**src/rtl/pwm_audio_out.sv**
```systemverilog
// Sample FIFO plus 2^DATA_W-cycle PWM replay. One sample is popped per frame; pwm_out is registered (1 cycle behind pwm_cnt).
// No backpressure: s_ready is advisory only, and a sample arriving while the FIFO is full is dropped and sets sticky overflow.

module pwm_sample_fifo #(
   parameter int W     = 8,
   parameter int DEPTH = 16,
   parameter int LVL_W = $clog2(DEPTH) + 1
) (
   input  logic             clk,
   input  logic             reset,
   input  logic             flush,
   input  logic             push_vld,
   input  logic [W-1:0]     push_dat,
   input  logic             pop_vld,
   output logic [W-1:0]     pop_dat,
   output logic             full,
   output logic [LVL_W-1:0] level
);
   localparam int AW = LVL_W - 1;
   localparam logic [LVL_W-1:0] PTR_ONE = LVL_W'(1);

   logic [W-1:0]     mem [DEPTH];
   logic [LVL_W-1:0] wr_ptr;
   logic [LVL_W-1:0] rd_ptr;

   // Extra pointer MSB separates full from empty when the address bits match.
   always_ff @(posedge clk) begin
      if (reset || flush) begin
         wr_ptr <= '0;
         rd_ptr <= '0;
      end else begin
         if (push_vld) wr_ptr <= wr_ptr + PTR_ONE;
         if (pop_vld)  rd_ptr <= rd_ptr + PTR_ONE;
      end
   end

   always_ff @(posedge clk) begin
      if (push_vld) mem[wr_ptr[AW-1:0]] <= push_dat;
   end

   assign pop_dat = mem[rd_ptr[AW-1:0]];
   assign level   = wr_ptr - rd_ptr;
   assign full    = (level == LVL_W'(DEPTH));
endmodule

module pwm_audio_out #(
   parameter int DATA_W      = 8,
   parameter int FIFO_DEPTH  = 16,
   parameter int PRIME_LEVEL = 8
) (
   input  logic                          clk,
   input  logic                          reset,
   input  logic                          enable,
   input  logic [DATA_W-1:0]             s_data,
   input  logic                          s_valid,
   output logic                          s_ready,
   output logic                          pwm_out,
   output logic [$clog2(FIFO_DEPTH):0]   fifo_level,
   output logic                          underrun,
   output logic                          overflow
);
   localparam int LVL_W = $clog2(FIFO_DEPTH) + 1;
   localparam logic [DATA_W-1:0] MIDSCALE  = {1'b1, {(DATA_W-1){1'b0}}};
   localparam logic [DATA_W-1:0] CNT_LAST  = '1;
   localparam logic [DATA_W-1:0] CNT_ONE   = DATA_W'(1);
   localparam logic [LVL_W-1:0]  PRIME_LVL = LVL_W'(PRIME_LEVEL);

   typedef enum logic [1:0] {IDLE, PRIME, RUN} state_t;

   state_t            state_q;
   state_t            state_d;
   logic [DATA_W-1:0] pwm_cnt;
   logic [DATA_W-1:0] duty;
   logic [DATA_W-1:0] head_dat;
   logic              fifo_full;
   logic              push_vld;
   logic              drop_vld;
   logic              pop_vld;
   logic              load_mid;
   logic              frame_end;

   assign frame_end = (state_q != IDLE) && (pwm_cnt == CNT_LAST);
   assign push_vld  = enable && s_valid && !fifo_full;
   assign drop_vld  = enable && s_valid && fifo_full;
   assign s_ready   = !fifo_full;

   pwm_sample_fifo #(
      .W     (DATA_W),
      .DEPTH (FIFO_DEPTH),
      .LVL_W (LVL_W)
   ) u_fifo (
      .clk      (clk),
      .reset    (reset),
      .flush    (!enable),
      .push_vld (push_vld),
      .push_dat (s_data),
      .pop_vld  (pop_vld),
      .pop_dat  (head_dat),
      .full     (fifo_full),
      .level    (fifo_level)
   );

   always_comb begin
      state_d  = state_q;
      pop_vld  = 1'b0;
      load_mid = 1'b0;
      underrun = 1'b0;
      case (state_q)
         IDLE:  state_d = PRIME;
         PRIME: begin
            if (frame_end && (fifo_level >= PRIME_LVL)) begin
               pop_vld = 1'b1;
               state_d = RUN;
            end
         end
         RUN: begin
            if (frame_end) begin
               if (fifo_level != '0) begin
                  pop_vld = 1'b1;
               end else begin
                  underrun = 1'b1;
                  load_mid = 1'b1;
                  state_d  = PRIME;
               end
            end
         end
         default: state_d = IDLE;
      endcase
      // Disable overrides everything: no pop, no pulse, back to IDLE.
      if (!enable) begin
         state_d  = IDLE;
         pop_vld  = 1'b0;
         load_mid = 1'b0;
         underrun = 1'b0;
      end
   end

   always_ff @(posedge clk) begin
      if (reset) begin
         state_q  <= IDLE;
         pwm_cnt  <= '0;
         duty     <= MIDSCALE;
         pwm_out  <= 1'b0;
         overflow <= 1'b0;
      end else begin
         state_q <= state_d;
         pwm_out <= enable && (state_q != IDLE) && (pwm_cnt < duty);
         if (!enable || (state_q == IDLE)) pwm_cnt <= '0;
         else                              pwm_cnt <= pwm_cnt + CNT_ONE;
         if (!enable || load_mid) duty <= MIDSCALE;
         else if (pop_vld)        duty <= head_dat;
         if (!enable)       overflow <= 1'b0;
         else if (drop_vld) overflow <= 1'b1;
      end
   end
endmodule

```
**config.mk**
```make
export PLATFORM = sky130hd
export DESIGN_NAME = pwm_audio_out
export DESIGN_NICKNAME = d
export VERILOG_FILES = /design/src/rtl/pwm_audio_out.sv
export SDC_FILE = /design/constraint.sdc
export NUM_CORES = 1
export LEC_CHECK = 0
export BUFFER_PORTS_ARGS = -buffer_cell sky130_fd_sc_hd__buf_2
export CAP_MARGIN = 10
export CORE_ASPECT_RATIO = 1.25
export CORE_MARGIN = 5
export CORE_UTILIZATION = 45
export DETAILED_ROUTE_END_ITERATION = 16
export SLEW_MARGIN = 15
export SYNTH_ARGS = -nofsm -noshare
export SYNTH_HDL_FRONTEND = slang
export SYNTH_HIERARCHICAL = 1
export SYNTH_SLANG_ARGS = --single-unit
```
**constraint.sdc**
```tcl
create_clock -name clk -period 4.15 [get_ports clk]
set_input_delay 0.415 -clock clk [delete_from_list [all_inputs] [get_ports clk]]
set_output_delay 0.415 -clock clk [all_outputs]
set_load 0.005 [all_outputs]
```
Word-level counts from Yosys, hierarchy flattened

Memories as Yosys holds them, arrays and structs flattened. A register that Yosys moved wholly into a read port is not among the register bits.
Cells that the tools add are included.
Widths: inputs -> output; s select.

Word-level logic and storage cells: 55
Input bits: 12
Bits in read-only memories: 0
Flip-flop bits (word level): 22
Bits in writable memories: 128
Bits in latches: 0
Memories kept: 1

Memory list:

| name       | depth | bits a word | rd ports | clocked after memory_dff | wr ports | line | text |
|---|---|---|---|---|---|---|---|
| u_fifo.mem | 16    | 8           | 1        | 1                        | 1        | 22   | `logic [W-1:0] mem [DEPTH];` |

Add/subtract/negate cells: 4
Order comparisons: 2
Shift-type cells: 0
Equal/unequal tests: 7
Bitwise operators: 1
Reductions and logical operators: 19
$mul: 0
Div/mod/pow operators: 0
Mux-type cells: 15

Operators with widths:

| kind                | number |
|---|---|
| $add 5x1->5 const B | 2 |
| $mux 1              | 10 |
| $add 8x1->8 const B | 1 |
| $eq 8x8->1 const B  | 1 |
| $lt 8x8->1          | 1 |
| $logic_and 1x1->1   | 7 |
| $mux 2              | 3 |
| $ne 2x2->1 const B  | 3 |
| $pmux 2 s3          | 1 |
| $reduce_or 2->1     | 3 |
| $eq 5x5->1 const B  | 1 |
| $ge 5x4->1 const B  | 1 |
| $reduce_bool 5->1   | 1 |
| $sub 5x5->5         | 1 |
| $logic_or 1x1->1    | 3 |
| $reduce_and 3->1    | 1 |
| $eq 2x1->1 const B  | 1 |
| $eq 2x2->1 const B  | 1 |
| $logic_not 1->1     | 2 |
| $logic_not 2->1     | 1 |
| $pmux 1 s2          | 1 |
| $reduce_bool 2->1   | 1 |
| $not 1->1           | 1 |

Depth between registers and ports, before layout

Depth in word-level cells: 8
Gate-level depth with buffers: 15
Mapped depth without buffers: 14

Cells and area by module

Netlist, hierarchy kept.

By module, submodules not included:

| module          | times used | area an instance (um^2) | cells each |
|---|---|---|---|
| pwm_sample_fifo | 1          | 5705.5                  | 293 |
| pwm_audio_out   | 1          | 1166.1                  | 133 |

Worst setup path before layout

No wires, ideal clock.

Path kind: register -> output
Start point: reg u_fifo.wr_ptr[0]
End point: out underrun
Arrival time: 2.894 ns
Path buffers: 2
Stages on the path, launching flop included: 13
Required time: 3.735 ns
Slack: 0.841 ns
Cells stage by stage: dfxtp_1 -> inv_1 -> ha_1 -> inv_1 -> fa_1 -> a21o_1 -> a21oi_1 -> xnor2_1 -> or4_4 -> or3b_2 -> clkbuf_1 -> buf_2 -> nor3_1

Longest elaborated chain between the ends: 6

RTL lines:

| item                     | line | text |
|---|---|---|
| start: declaration       | 23   | `logic [LVL_W-1:0] wr_ptr;` |
| start signal: assignment | 32   | `if (push_vld) wr_ptr <= wr_ptr + PTR_ONE;` |
| $sub 5x5->5              | 42   | `assign level = wr_ptr - rd_ptr;` |
| named net fifo_level[4]  | 58   | `output logic [$clog2(FIFO_DEPTH):0] fifo_level,` |
| $reduce_bool 5->1        | 118  | `if (fifo_level != '0) begin` |
| $mux 1                   | 118  |  |
| $mux 1                   | 117  | `if (frame_end) begin` |
| $mux 1                   | 108  | `case (state_q)` |
| $mux 1                   | 130  | `if (!enable) begin` |
| end: declaration         | 59   | `output logic underrun,` |

The timed path passes the listed nets, and every way through them passes these cells.

Worst setup path in the final report

Start point: reg u_fifo.wr_ptr[0]
End point: out underrun

Longest elaborated chain between the ends: 6

RTL lines:

| item              | line |
|---|---|
| $sub 5x5->5       | 42 |
| $reduce_bool 5->1 | 118 |
| $mux 1            | 118 |
| $mux 1            | 117 |
| $mux 1            | 108 |
| $mux 1            | 130 |

No other way between the ends.

==> impl_metrics.yaml <==
outcome:
  status: "finished clean"
logic_synthesis:
  synthArstFlopShare_pct: 0
  avgSynthCellArea_um2: 16.1
  synth_area_mm2: 0.00687
  synth_fp_nets: 460
  synth-edff-count: 128
  ys_ff_latch: 162
  synthAdderAreaFrac_pct: 4.12
  synth_ff_type: "edfxtp_1"
  synthXorXnorAreaFrac_pct: 1.91
  synthMuxAreaShare_pct: 12.7
  syn_inst: 426
  ys_warn_count: 6
  synth_cell_types: 47
  ys_seq_area_share_pct: 65.8
  synth_compound_area_share_pct: 5.75
  synthSimpleGateAreaFrac_pct: 6.66
  synth_top_family_by_area: "multiplexers"
critical_path:
  worstSetupPathType: "reg2out"
  start_kind: "register"
  cp_max_fo: 17
  crit_chain: "inv_1, ha_1, inv_1, fa_1, a21o_1, a21oi_1, xnor2_1, or4_4, or3b_4, nor3_1, buf_2"
  cp-end-kind: "output port"
  slowest_stage: "or3b_4"
  crit_path_start: "u_fifo/wr_ptr[0]$_SDFFE_PP0P_"
  cp_data_arrival_time_ns: 3.27
  required_ns: 3.73
  max_stage_delay_ns: 0.50
  path_common_cell: "inv_1"
  r2r_start: "u_fifo/wr_ptr[0]$_SDFFE_PP0P_"
finish:
  drive_above_1_share_pct: 16.9
  area_delta_synth_final_pct: 11.9
  n_fill_cell: 1251
  final-seq-area_mm2: 0.00453
  final_common_cell: "edfxtp_1"
  layout_common_cells: "edfxtp_1 (128), dfxtp_1 (33), nor2_1 (25), inv_1 (21), ha_1 (21)"
  insertedDiodeCount: 0
  fin_nets: 482
  multi_input_area_mm2: 0.00215
  stdcell_area_mm2: 0.00769
  stdcell_count: 643
drt:
  drtPass1Iterations: 4
  wirelength_um: 13400
  wl_per_cell_um: 20.9
  ant_nets: 0
  route.detailed.drc: 0
  drt_iter0_drc: 225
  route.vias.total: 3640
  via_per_inst: 5.66
timing:
  clock_skew_ns: 0.00810
  fin_hold_ws_ns: 0.249
  max_freq_ghz: 0.271
  slew_viol_final: 0
  fin_setup_tns_ns: 0
  finalHoldViolCount: 0
  final.period_utilization_pct: 88.8
  tightest_slew_ns: 1.04
  rsz0062_at_grt: "no"
  finalSetupViolations: 0
  slew_headroom_pct: 30.8
  min_period_ns: 3.69
  fin_ws_ns: 0.464
clock_network:
  cts_tree: "built"
  post_cts_resized: 0
  root_buffer: "clkbuf_16"
  clk_pin_slew_worst_paths_ns: 0.06
  cts_buffers: 17
  clk-insertion-delay-late_ns: 0.42
  cts_hold_buf: 0
  cts.sinks: 162
  post_cts_buffers: 0
  clk_path_buf_depth: 2
  cts_htree_levels: 4
die:
  core_mm2: 0.0150
  die_height_um: 148
  start_util_pct: 45.8
  num_rows: 50
  ios: 21
  dieArea_mm2: 0.0179
  fp.dieW_um: 121
grt:
  grt_max_degree: 26
  grt.total_usage_pct: 16.1
  grt_pass1_vias: 3723
  antenna_found_initial: 0
  grt_pass1_wl_um: 21200
  grt_remaining_overflow: 0
power:
  power.density_mw_per_mm2: 435
  p_leak_nw: 2.55
  max-vdd-ir-drop_mv: 0.270
min_path:
  min-delay-start: "s_valid"
  hp-class: "in2reg"
place:
  placed_cell_area_mm2: 0.00710
  finalWeightedCongestion: 0.734
  place_ws_ns: 0.616
  io_buffers: 20
  dp.cells: 611
  hpwl_um: 8740
job:
  max_cap_violations: 0
through the flow:
stage / util (%) / total power [mW]
CTS: 51.2 / 3.38
global route: 51.2 / 3.48
floorplan: - / 1.82
detailed placement: 47.3 / 1.85
global placement: 47.3 / 1.85
finish: 51.2 / 3.35
cell usage after synthesis (2+ instances only):
library cell / n / area [um^2]
o211ai_1: 15 / 113
inv_1: 21 / 78.8
xor2_1: 7 / 61.3
nand3_1: 4 / 20.0
xnor2_1: 8 / 70.1
or3_1: 3 / 18.8
mux4_2: 18 / 405
buf_6: 3 / 33.8
and3_1: 4 / 25.0
mux2i_1: 9 / 90.1
o21ai_0: 8 / 40.0
ha_1: 21 / 263
nor2_1: 25 / 93.8
nand2b_1: 3 / 18.8
and2_1: 17 / 106
clkbuf_1: 7 / 26.3
dfxtp_1: 34 / 681
a22oi_1: 16 / 120
nor2b_1: 3 / 18.8
clkdlybuf4s25_2: 3 / 30.0
nand2_1: 13 / 48.8
mux4_1: 14 / 368
or2_2: 2 / 12.5
nor3_1: 2 / 10.0
edfxtp_1: 128 / 3840
nand4_1: 4 / 25.0
a21oi_1: 8 / 40.0
buf_2: 5 / 25.0
a211oi_1: 2 / 15.0
a21o_1: 2 / 15.0
flip-flops by register name, indices dropped and copies added, names as in the netlist, named ones only:
name           count
duty               8
overflow           1
pwm_cnt            8
pwm_out            1
state_q            2
u_fifo/mem       128
u_fifo/rd_ptr      5
u_fifo/wr_ptr      5
area by class of cell:
cell class                 instances  share of cell area [%]
clock inverter                    14                    2.03
tap                              182                    2.96
clock buffer                      18                    5.58
timing repair buffer              23                    1.59
multi-input combinational        223                    28.0
inverter                          21                    1.03
sequential                       162                    58.9
layer usage:
layer | part of all wire, % | track usage, %
met5 | 0 | 0
met4 | 1.4 | 5.16
met3 | 4.0 | 3.96
met2 | 52 | 27.4
met1 | 43 | 20.4
cell families after synthesis:
family / after synthesis
multiplexers: 42
AO/OA/AOI/OAI: 57
adder cells (fa/ha/maj): 22
buffers and inverters: 41
AND/OR/NAND/NOR: 87
flip-flops: 162
XOR/XNOR: 15
path summary, 6_finish.rpt:
path                            slack [ns]  cells after the start                    endpoint
worst max register to register        0.67                     12  u_fifo/mem[1][3]$_DFFE_PP_
worst min register to register        0.47                      1       pwm_cnt[0]$_SDFF_PP0_
worst min-delay path                  0.25                      3       overflow$_SDFFE_PP0P_
worst max-delay path                  0.46                     11                    underrun
report_power, final:
part	switching (mW)	internal, mW
clock	0.635	0.893
combinational	0.0427	0.0185
sequential	0.00252	1.75
total	0.680	2.67
critical path, delay by kind of cell, from the launching register on:
family / cells / cell delay [ns]
buffers and inverters: 3 / 0.31
XOR/XNOR: 1 / 0.16
AO/OA/AOI/OAI: 2 / 0.36
AND/OR/NAND/NOR: 3 / 1.10
adder cells (fa/ha/maj): 2 / 0.56
flip-flops: 1 / 0.36
No activity file was read; power rests on OpenSTA's default activity.
